**src/rtl/imu_poll_sequencer.sv**
```systemverilog
// ---------------------------------------------------------------------------
// imu_poll_sequencer
//
// Drives a byte-level I2C master to bring up an MPU-class IMU (slave 0x68)
// and then poll it.
//
// Bring-up writes, in order:
//   PWR_MGMT_1   (0x6B) <- 0x00
//   GYRO_CONFIG  (0x1B) <- GYRO_CFG
//   ACCEL_CONFIG (0x1C) <- ACCEL_CFG
//
// After bring-up the block waits POLL_DIV cycles between bursts. Each burst
// reads the 14 sensor bytes starting at 0x3B. The seven big-endian words are
// published together, in a single edge, so a consumer never sees a sample
// that mixes two bursts.
//
// Optional build macro IMU_WHOAMI_CHECK_EN:
//   When defined, WHO_AM_I (0x75) is read after bring-up. A value other
//   than 0x68 stops the block with err_code = 2.
//   When undefined, bring-up goes straight to polling and err_code never
//   takes the value 2.
//
// Ports:
//   clk, rst          clock; synchronous active-high reset
//   enable            level-sensitive run request; re-enable restarts bring-up
//   m_cmd_*           command channel to the I2C master (valid/ready)
//   m_rsp_*           one-cycle response pulse from the master (data, nack)
//   accel_*, temp,
//   gyro_*            last published sample
//   sample_valid      one-cycle pulse, asserted in the cycle a sample is published
//   busy              high in every state except IDLE and ERR
//   error, err_code   sticky error: 1 = NACK retries exhausted,
//                     2 = WHO_AM_I mismatch
// ---------------------------------------------------------------------------
module imu_poll_sequencer #(
  parameter int          POLL_DIV  = 10000,
  parameter int          MAX_RETRY = 3,
  parameter logic [7:0]  GYRO_CFG  = 8'h08,
  parameter logic [7:0]  ACCEL_CFG = 8'h10
) (
  input  logic               clk,
  input  logic               rst,
  input  logic               enable,
  output logic               m_cmd_valid,
  input  logic               m_cmd_ready,
  output logic               m_cmd_rw,
  output logic [7:0]         m_cmd_reg,
  output logic [7:0]         m_cmd_wdata,
  input  logic               m_rsp_valid,
  input  logic [7:0]         m_rsp_data,
  input  logic               m_rsp_nack,
  output logic signed [15:0] accel_x,
  output logic signed [15:0] accel_y,
  output logic signed [15:0] accel_z,
  output logic [15:0]        temp,
  output logic signed [15:0] gyro_x,
  output logic signed [15:0] gyro_y,
  output logic signed [15:0] gyro_z,
  output logic               sample_valid,
  output logic               busy,
  output logic               error,
  output logic [1:0]         err_code
);

  localparam int TW = (POLL_DIV > 1) ? $clog2(POLL_DIV) : 1;
  localparam int RW = (MAX_RETRY > 0) ? $clog2(MAX_RETRY + 1) : 1;
  localparam logic [TW-1:0] TIMER_LAST = TW'(POLL_DIV - 1);
  localparam logic [RW-1:0] RETRY_MAX  = RW'(MAX_RETRY);

  typedef enum logic [3:0] {
    IDLE,
    INIT_ISSUE,
    INIT_WAIT,
`ifdef IMU_WHOAMI_CHECK_EN
    ID_ISSUE,
    ID_WAIT,
`endif
    POLL_WAIT,
    RD_ISSUE,
    RD_WAIT,
    PUBLISH,
    ERR
  } state_t;

  state_t          state;
  logic [3:0]      idx;      // init step (0..2) or burst byte (0..13)
  logic [RW-1:0]   retry;
  logic [TW-1:0]   timer;
  logic            abort;    // enable dropped while a response was outstanding
  logic [7:0]      shadow [0:12];  // byte 13 goes straight to gyro_z

  // Register address for each bring-up step.
  function automatic logic [7:0] init_reg(input logic [3:0] step);
    case (step)
      4'd0:    init_reg = 8'h6B;
      4'd1:    init_reg = 8'h1B;
      default: init_reg = 8'h1C;
    endcase
  endfunction

  // Write data for each bring-up step.
  function automatic logic [7:0] init_data(input logic [3:0] step);
    case (step)
      4'd0:    init_data = 8'h00;
      4'd1:    init_data = GYRO_CFG;
      default: init_data = ACCEL_CFG;
    endcase
  endfunction

  // After a NACK, the WAIT state returns to the ISSUE state it came from.
  function automatic state_t issue_of(input state_t s);
    case (s)
      INIT_WAIT: issue_of = INIT_ISSUE;
`ifdef IMU_WHOAMI_CHECK_EN
      ID_WAIT:   issue_of = ID_ISSUE;
`endif
      default:   issue_of = RD_ISSUE;
    endcase
  endfunction

  assign busy = (state != IDLE) && (state != ERR);

  always_ff @(posedge clk) begin
    if (rst) begin
      state        <= IDLE;
      idx          <= '0;
      retry        <= '0;
      timer        <= '0;
      abort        <= 1'b0;
      m_cmd_valid  <= 1'b0;
      m_cmd_rw     <= 1'b0;
      m_cmd_reg    <= '0;
      m_cmd_wdata  <= '0;
      accel_x      <= '0;
      accel_y      <= '0;
      accel_z      <= '0;
      temp         <= '0;
      gyro_x       <= '0;
      gyro_y       <= '0;
      gyro_z       <= '0;
      sample_valid <= 1'b0;
      error        <= 1'b0;
      err_code     <= 2'd0;
    end else begin
      sample_valid <= 1'b0;
      case (state)
        IDLE: begin
          if (enable) begin
            state       <= INIT_ISSUE;
            idx         <= '0;
            retry       <= '0;
            abort       <= 1'b0;
            m_cmd_valid <= 1'b1;
            m_cmd_rw    <= 1'b0;
            m_cmd_reg   <= init_reg(4'd0);
            m_cmd_wdata <= init_data(4'd0);
          end
        end

        // m_cmd_valid is always high here; a transfer takes priority over
        // an enable drop so an accepted command is never orphaned.
`ifdef IMU_WHOAMI_CHECK_EN
        INIT_ISSUE, ID_ISSUE, RD_ISSUE: begin
`else
        INIT_ISSUE, RD_ISSUE: begin
`endif
          if (m_cmd_valid && m_cmd_ready) begin
            m_cmd_valid <= 1'b0;
            abort       <= !enable;
            case (state)
              INIT_ISSUE: state <= INIT_WAIT;
`ifdef IMU_WHOAMI_CHECK_EN
              ID_ISSUE:   state <= ID_WAIT;
`endif
              default:    state <= RD_WAIT;
            endcase
          end else if (!enable) begin
            m_cmd_valid <= 1'b0;
            state       <= IDLE;
          end
        end

`ifdef IMU_WHOAMI_CHECK_EN
        INIT_WAIT, ID_WAIT, RD_WAIT: begin
`else
        INIT_WAIT, RD_WAIT: begin
`endif
          if (!enable) abort <= 1'b1;
          if (m_rsp_valid) begin
            if (abort || !enable) begin
              // Outstanding response consumed and discarded.
              state <= IDLE;
              abort <= 1'b0;
              retry <= '0;
            end else if (m_rsp_nack) begin
              if (retry == RETRY_MAX) begin
                state    <= ERR;
                error    <= 1'b1;
                err_code <= 2'd1;
              end else begin
                // Command registers still hold the original command.
                retry       <= retry + 1'b1;
                m_cmd_valid <= 1'b1;
                state       <= issue_of(state);
              end
            end else begin
              retry <= '0;
              case (state)
                INIT_WAIT: begin
                  if (idx == 4'd2) begin
`ifdef IMU_WHOAMI_CHECK_EN
                    state       <= ID_ISSUE;
                    m_cmd_valid <= 1'b1;
                    m_cmd_rw    <= 1'b1;
                    m_cmd_reg   <= 8'h75;
                    m_cmd_wdata <= 8'h00;
`else
                    state <= POLL_WAIT;
                    timer <= '0;
`endif
                  end else begin
                    idx         <= idx + 4'd1;
                    state       <= INIT_ISSUE;
                    m_cmd_valid <= 1'b1;
                    m_cmd_reg   <= init_reg(idx + 4'd1);
                    m_cmd_wdata <= init_data(idx + 4'd1);
                  end
                end
`ifdef IMU_WHOAMI_CHECK_EN
                ID_WAIT: begin
                  if (m_rsp_data != 8'h68) begin
                    state    <= ERR;
                    error    <= 1'b1;
                    err_code <= 2'd2;
                  end else begin
                    state <= POLL_WAIT;
                    timer <= '0;
                  end
                end
`endif
                default: begin
                  if (idx == 4'd13) begin
                    // Publish all seven words together; even byte is high.
                    accel_x      <= {shadow[0],  shadow[1]};
                    accel_y      <= {shadow[2],  shadow[3]};
                    accel_z      <= {shadow[4],  shadow[5]};
                    temp         <= {shadow[6],  shadow[7]};
                    gyro_x       <= {shadow[8],  shadow[9]};
                    gyro_y       <= {shadow[10], shadow[11]};
                    gyro_z       <= {shadow[12], m_rsp_data};
                    sample_valid <= 1'b1;
                    idx          <= '0;
                    state        <= PUBLISH;
                  end else begin
                    shadow[idx] <= m_rsp_data;
                    idx         <= idx + 4'd1;
                    state       <= RD_ISSUE;
                    m_cmd_valid <= 1'b1;
                    m_cmd_reg   <= 8'h3B + {4'h0, idx + 4'd1};
                  end
                end
              endcase
            end
          end
        end

        POLL_WAIT: begin
          if (!enable) begin
            state <= IDLE;
          end else if (timer == TIMER_LAST) begin
            state       <= RD_ISSUE;
            idx         <= '0;
            m_cmd_valid <= 1'b1;
            m_cmd_rw    <= 1'b1;
            m_cmd_reg   <= 8'h3B;
            m_cmd_wdata <= 8'h00;
          end else begin
            timer <= timer + 1'b1;
          end
        end

        PUBLISH: begin
          state <= POLL_WAIT;
          timer <= '0;
        end

        ERR: begin
          m_cmd_valid <= 1'b0;
          error       <= 1'b1;
        end

        default: state <= IDLE;
      endcase
    end
  end

endmodule
```
**config.mk**
```make
export PLATFORM = sky130hd
export DESIGN_NAME = imu_poll_sequencer
export DESIGN_NICKNAME = d
export VERILOG_FILES = /design/src/rtl/imu_poll_sequencer.sv
export SDC_FILE = /design/constraint.sdc
export NUM_CORES = 1
export LEC_CHECK = 0
export CAP_MARGIN = 20
export CELL_PAD_IN_SITES_DETAIL_PLACEMENT = 0
export CELL_PAD_IN_SITES_GLOBAL_PLACEMENT = 1
export CORE_ASPECT_RATIO = 1.4
export CORE_MARGIN = 2
export CORE_UTILIZATION = 42
export DETAILED_ROUTE_END_ITERATION = 10
export GPL_TIMING_DRIVEN = 0
export PLACE_DENSITY_LB_ADDON = 0.12
export SLEW_MARGIN = 20
export SYNTH_ARGS = -nofsm -noshare
export SYNTH_HDL_FRONTEND = slang
export SYNTH_SLANG_ARGS = --single-unit
```
**constraint.sdc**
```tcl
create_clock -name clk -period 2.67 [get_ports clk]
set_input_delay 0.534 -clock clk [delete_from_list [all_inputs] [get_ports clk]]
set_output_delay 0.534 -clock clk [all_outputs]
set_load 0.03 [all_outputs]
```
==> results.toml <==
[logic_synthesis]
synth_cell_types = 78
postSynthCellCount = 950
async_reset_ff_share_pct = 0
seq_area_frac_synth_pct = 62.7
synth_xor_area_share_pct = 0.627
synthSimpleGateAreaFrac_pct = 16.4
synth-edff-count = 104
avgSynthCellArea_um2 = 10.3
yosys_warnings = 0
netlist_area_mm2 = 0.00977
synth_seq_cells = 254
synth_fa_ha_area_share_pct = 0.896
synth_ff_type = "dfxtp_1"
synth_top_family_by_area = "simple AND/OR/NAND/NOR gates"
synthMuxAreaShare_pct = 0.819
synth-compound-area-share_pct = 14.7

[die]
dieArea_mm2 = 0.0245
placementRows = 66
die_x_um = 133
chipHeight_um = 185
core_mm2 = 0.0230
design.portCount = 149
start_util_pct = 42.4

[worst_setup_path]
worst-endpoint-required_ps = 2890
crit_cells = 8
path_buf_inv = 3
crit_family = "simple AND/OR/NAND/NOR gates"
r2r_end = "shadow[7][0]"
cpMaxStageDelayCell = "or3b_2"
slowest_delay_ps = 440
critPathMaxFanout = 10
setup.worst_path.end = "shadow[7][0]"
crit_type = "reg2reg"
rr_worst_depth = 8
worst_setup_path_end_kind = "flip-flop"
cp.arrival_ps = 2770
startpoint_type = "flip-flop"
worstSetupStartpoint = "state[0]"
timing.rr.start = "state[0]"
path_cells = "buf_2 > or3b_2 > clkbuf_1 > nand2_2 > nand4_1 > buf_4 > nor3b_2 > and2_4"
rrSetupSlack_ps = 120

[pwr]
p_total_w = 0.00917
power_density_mw_per_mm2 = 734
p_switching_w = 0.00240
clkPwrFrac_pct = 39.3
power_leakage_nw = 4.07
pwr-share-comb_pct = 15.2
p_int_w = 0.00677
swShare_pct = 26.2
sequentialPowerShare_pct = 45.5
ir_drop_uv = 436

[timing]
relSlewSlack_pct = 41.5
finalCriticalPeriod_ps = 2550
finalSetupViolCount = 0
slew_viol_final = 0
worst_slew_pin_slew_ps = 875
fmax_mhz = 392
final-hold-violation-count = 0
setup_ws_ps = 118
finalCritPeriodShare_pct = 95.6
rsz0062_at_grt = "true"
fin_skew_ps = 11.3

[routing]
viasPerCell = 5.08
vias = 7355
routed_wl_um = 25700
drt-initial-drc-count = 449
ant_nets = 0
dr.pass1.iters = 5
drc = 0
wl_per_cell_um = 17.8

[clocking]
cts_sinks = 254
clkTransAtPathRegs_ps = 60
postCtsHoldBufs = 0
clk_latency_ps = 520
cts.path.max_buffers = 3
cts_tree = "yes"
cts_buffers = 25
htree_levels = 1
cts-root-buf = "clkbuf_16"

[cells_and_area]
area_delta_synth_final_pct = 27.8
max_flop_register = "shadow"
n_antenna_cell = 0
final-seq-area_mm2 = 0.00613
fin_nets = 1144
drive_gt1_share_pct = 11.0
largest_reg_flops = 104
nFillCells = 2099
fin_cells = 1447
multiInputGateArea_mm2 = 0.00335

[global_routing]
grt_first_pass_wirelength_um = 39900
grt_max_degree = 16
overflow = 0
grt_pass1_vias = 7130
antenna_found_initial = 0
track_usage_pct = 20.8

[place]
gp_congestion = 0.913
portBuffers = 138
dp.final_hpwl_um = 18100
pre_cts_ws_ps = -429
dp.cells = 1401

[job]
maxCapViolCount = 0

[status]
status = "complete, no violations"

[min_path]
hp-class = "reg2reg"
area by class of cell:
class | instances | area share (%)
plain buffers | 73 | 2.83
clock buffers | 34 | 5.68
clock inverters | 11 | 1.12
inverters | 10 | 0.301
multi-input cells | 620 | 26.8
flip-flops and latches | 254 | 49.0
well taps | 306 | 3.07
repair buffers | 139 | 11.1
cells in the mapped netlist (3+ instances only):
cell type    n  area, um2
or4_2        6       52.6
inv_1        9       33.8
o211ai_1     3       22.5
or3_2        4       30.0
nor2b_1      5       31.3
a311oi_1     3       26.3
o311ai_0     3       26.3
and2_1      13       81.3
nor2_1      19       71.3
xnor2_1      6       52.6
a21o_1       3       22.5
edfxtp_1   104       3120
dfxtp_1    150       3000
nor3_1       7       35.0
a211oi_1     3       22.5
buf_2        6       30.0
o31ai_1      7       52.6
nor4_1       3       18.8
or4_1        4       30.0
buf_4        9       67.6
nor3b_1      5       37.5
clkbuf_1    47        176
nand2_1    253        950
buf_1        8       30.0
o21ai_0     23        115
nand2b_1     5       31.3
mux2i_1      8       80.1
a21oi_1    142        711
ha_1         7       87.6
a21oi_2      8       70.1
and3_1       5       31.3
o32ai_1      3       26.3
nand3_1     11       55.1
logic make-up (layout without fill, tap and decap cells):
kind of cell / Yosys count / after routing
muxes: 8 / 8
buffers and inverters: 83 / 267
DFF: 254 / 254
other: 1 / 8
AOI/OAI and AO/OA: 233 / 233
adders and majority gates: 7 / 7
xor gates and xnor gates: 7 / 7
and+or+nand+nor: 357 / 357
power by group through the flow:
| stage | Sequential [W] | Clock, W | Combinational [W] |
|---|---|---|---|
| CTS | 0.00417 | 0.00368 | 0.00138 |
| detailed placement | 0.00426 | 0 | 0.00137 |
| floorplan | 0.00435 | 0 | 0.000818 |
| global route | 0.00418 | 0.00384 | 0.00151 |
| finish | 0.00417 | 0.00360 | 0.00139 |
| global placement | 0.00426 | 0 | 0.00138 |
worst min path at each step:
| stage | slack [ps] | cells past startpoint | from | end |
|---|---|---|---|---|
| after detailed placement | 450 | 2 | accel_y[11] | accel_y[11] |
| after global placement | 440 | 2 | gyro_z[15] | gyro_z[15] |
| after floorplan | 440 | 2 | timer[13] | timer[13] |
| after CTS | 460 | 2 | accel_y[11] | accel_y[11] |
| after global routing | 470 | 2 | gyro_y[6] | gyro_y[6] |
| final | 450 | 2 | gyro_z[7] | gyro_z[7] |
stage by stage:
step / hold slack, ps / cell area (um2) / TNS, ps / util [%]
4_1_cts: 456 / 12500 / -457 / 54.1
3_3_place_gp: 444 / 11600 / -60500 / 50.2
2_1_floorplan: 438 / 9800 / 0 / -
6_report: 452 / 12500 / 0 / 54.2
3_5_place_dp: 448 / 11600 / -59540 / 50.2
5_1_grt: 475 / 12500 / -6.64 / 54.2
per-layer routing:
metal	wire, um	global-route usage (%)	vias to the layer above
met5	0	0	-
met3	1090	2.70	41
met4	558	5.72	0
met1	10600	24.9	3488
li1	-	-	3654
met2	13500	38.9	172
placed cells by master (no fill, tap or decap), drive strengths merged, types with 6 or more instances in the layout:
cell / n
xnor2: 6
ha: 7
clkbuf: 83
a21oi: 150
nor3: 7
or4: 12
clkdlybuf4s50: 137
conb: 8
nor2: 20
nand3: 11
inv: 11
edfxtp: 104
mux2i: 8
o31ai: 7
clkinv: 6
and3: 6
o21ai: 27
and2: 13
nand2: 253
dfxtp: 150
buf: 25
tightest hold or removal path, delay by kind of cell (launching register included):
family           cells  cell delay (ps)
AND/OR/NAND/NOR      1               50
AO/OA/AOI/OAI        1               50
flip-flops           1              310
timing repair:
item,in CTS,in global routing
pin swaps,0,1
gates resized for setup,20,21
buffers inserted,0,1
setup endpoints to repair,107,197
(Power assumes the default switching activity.)
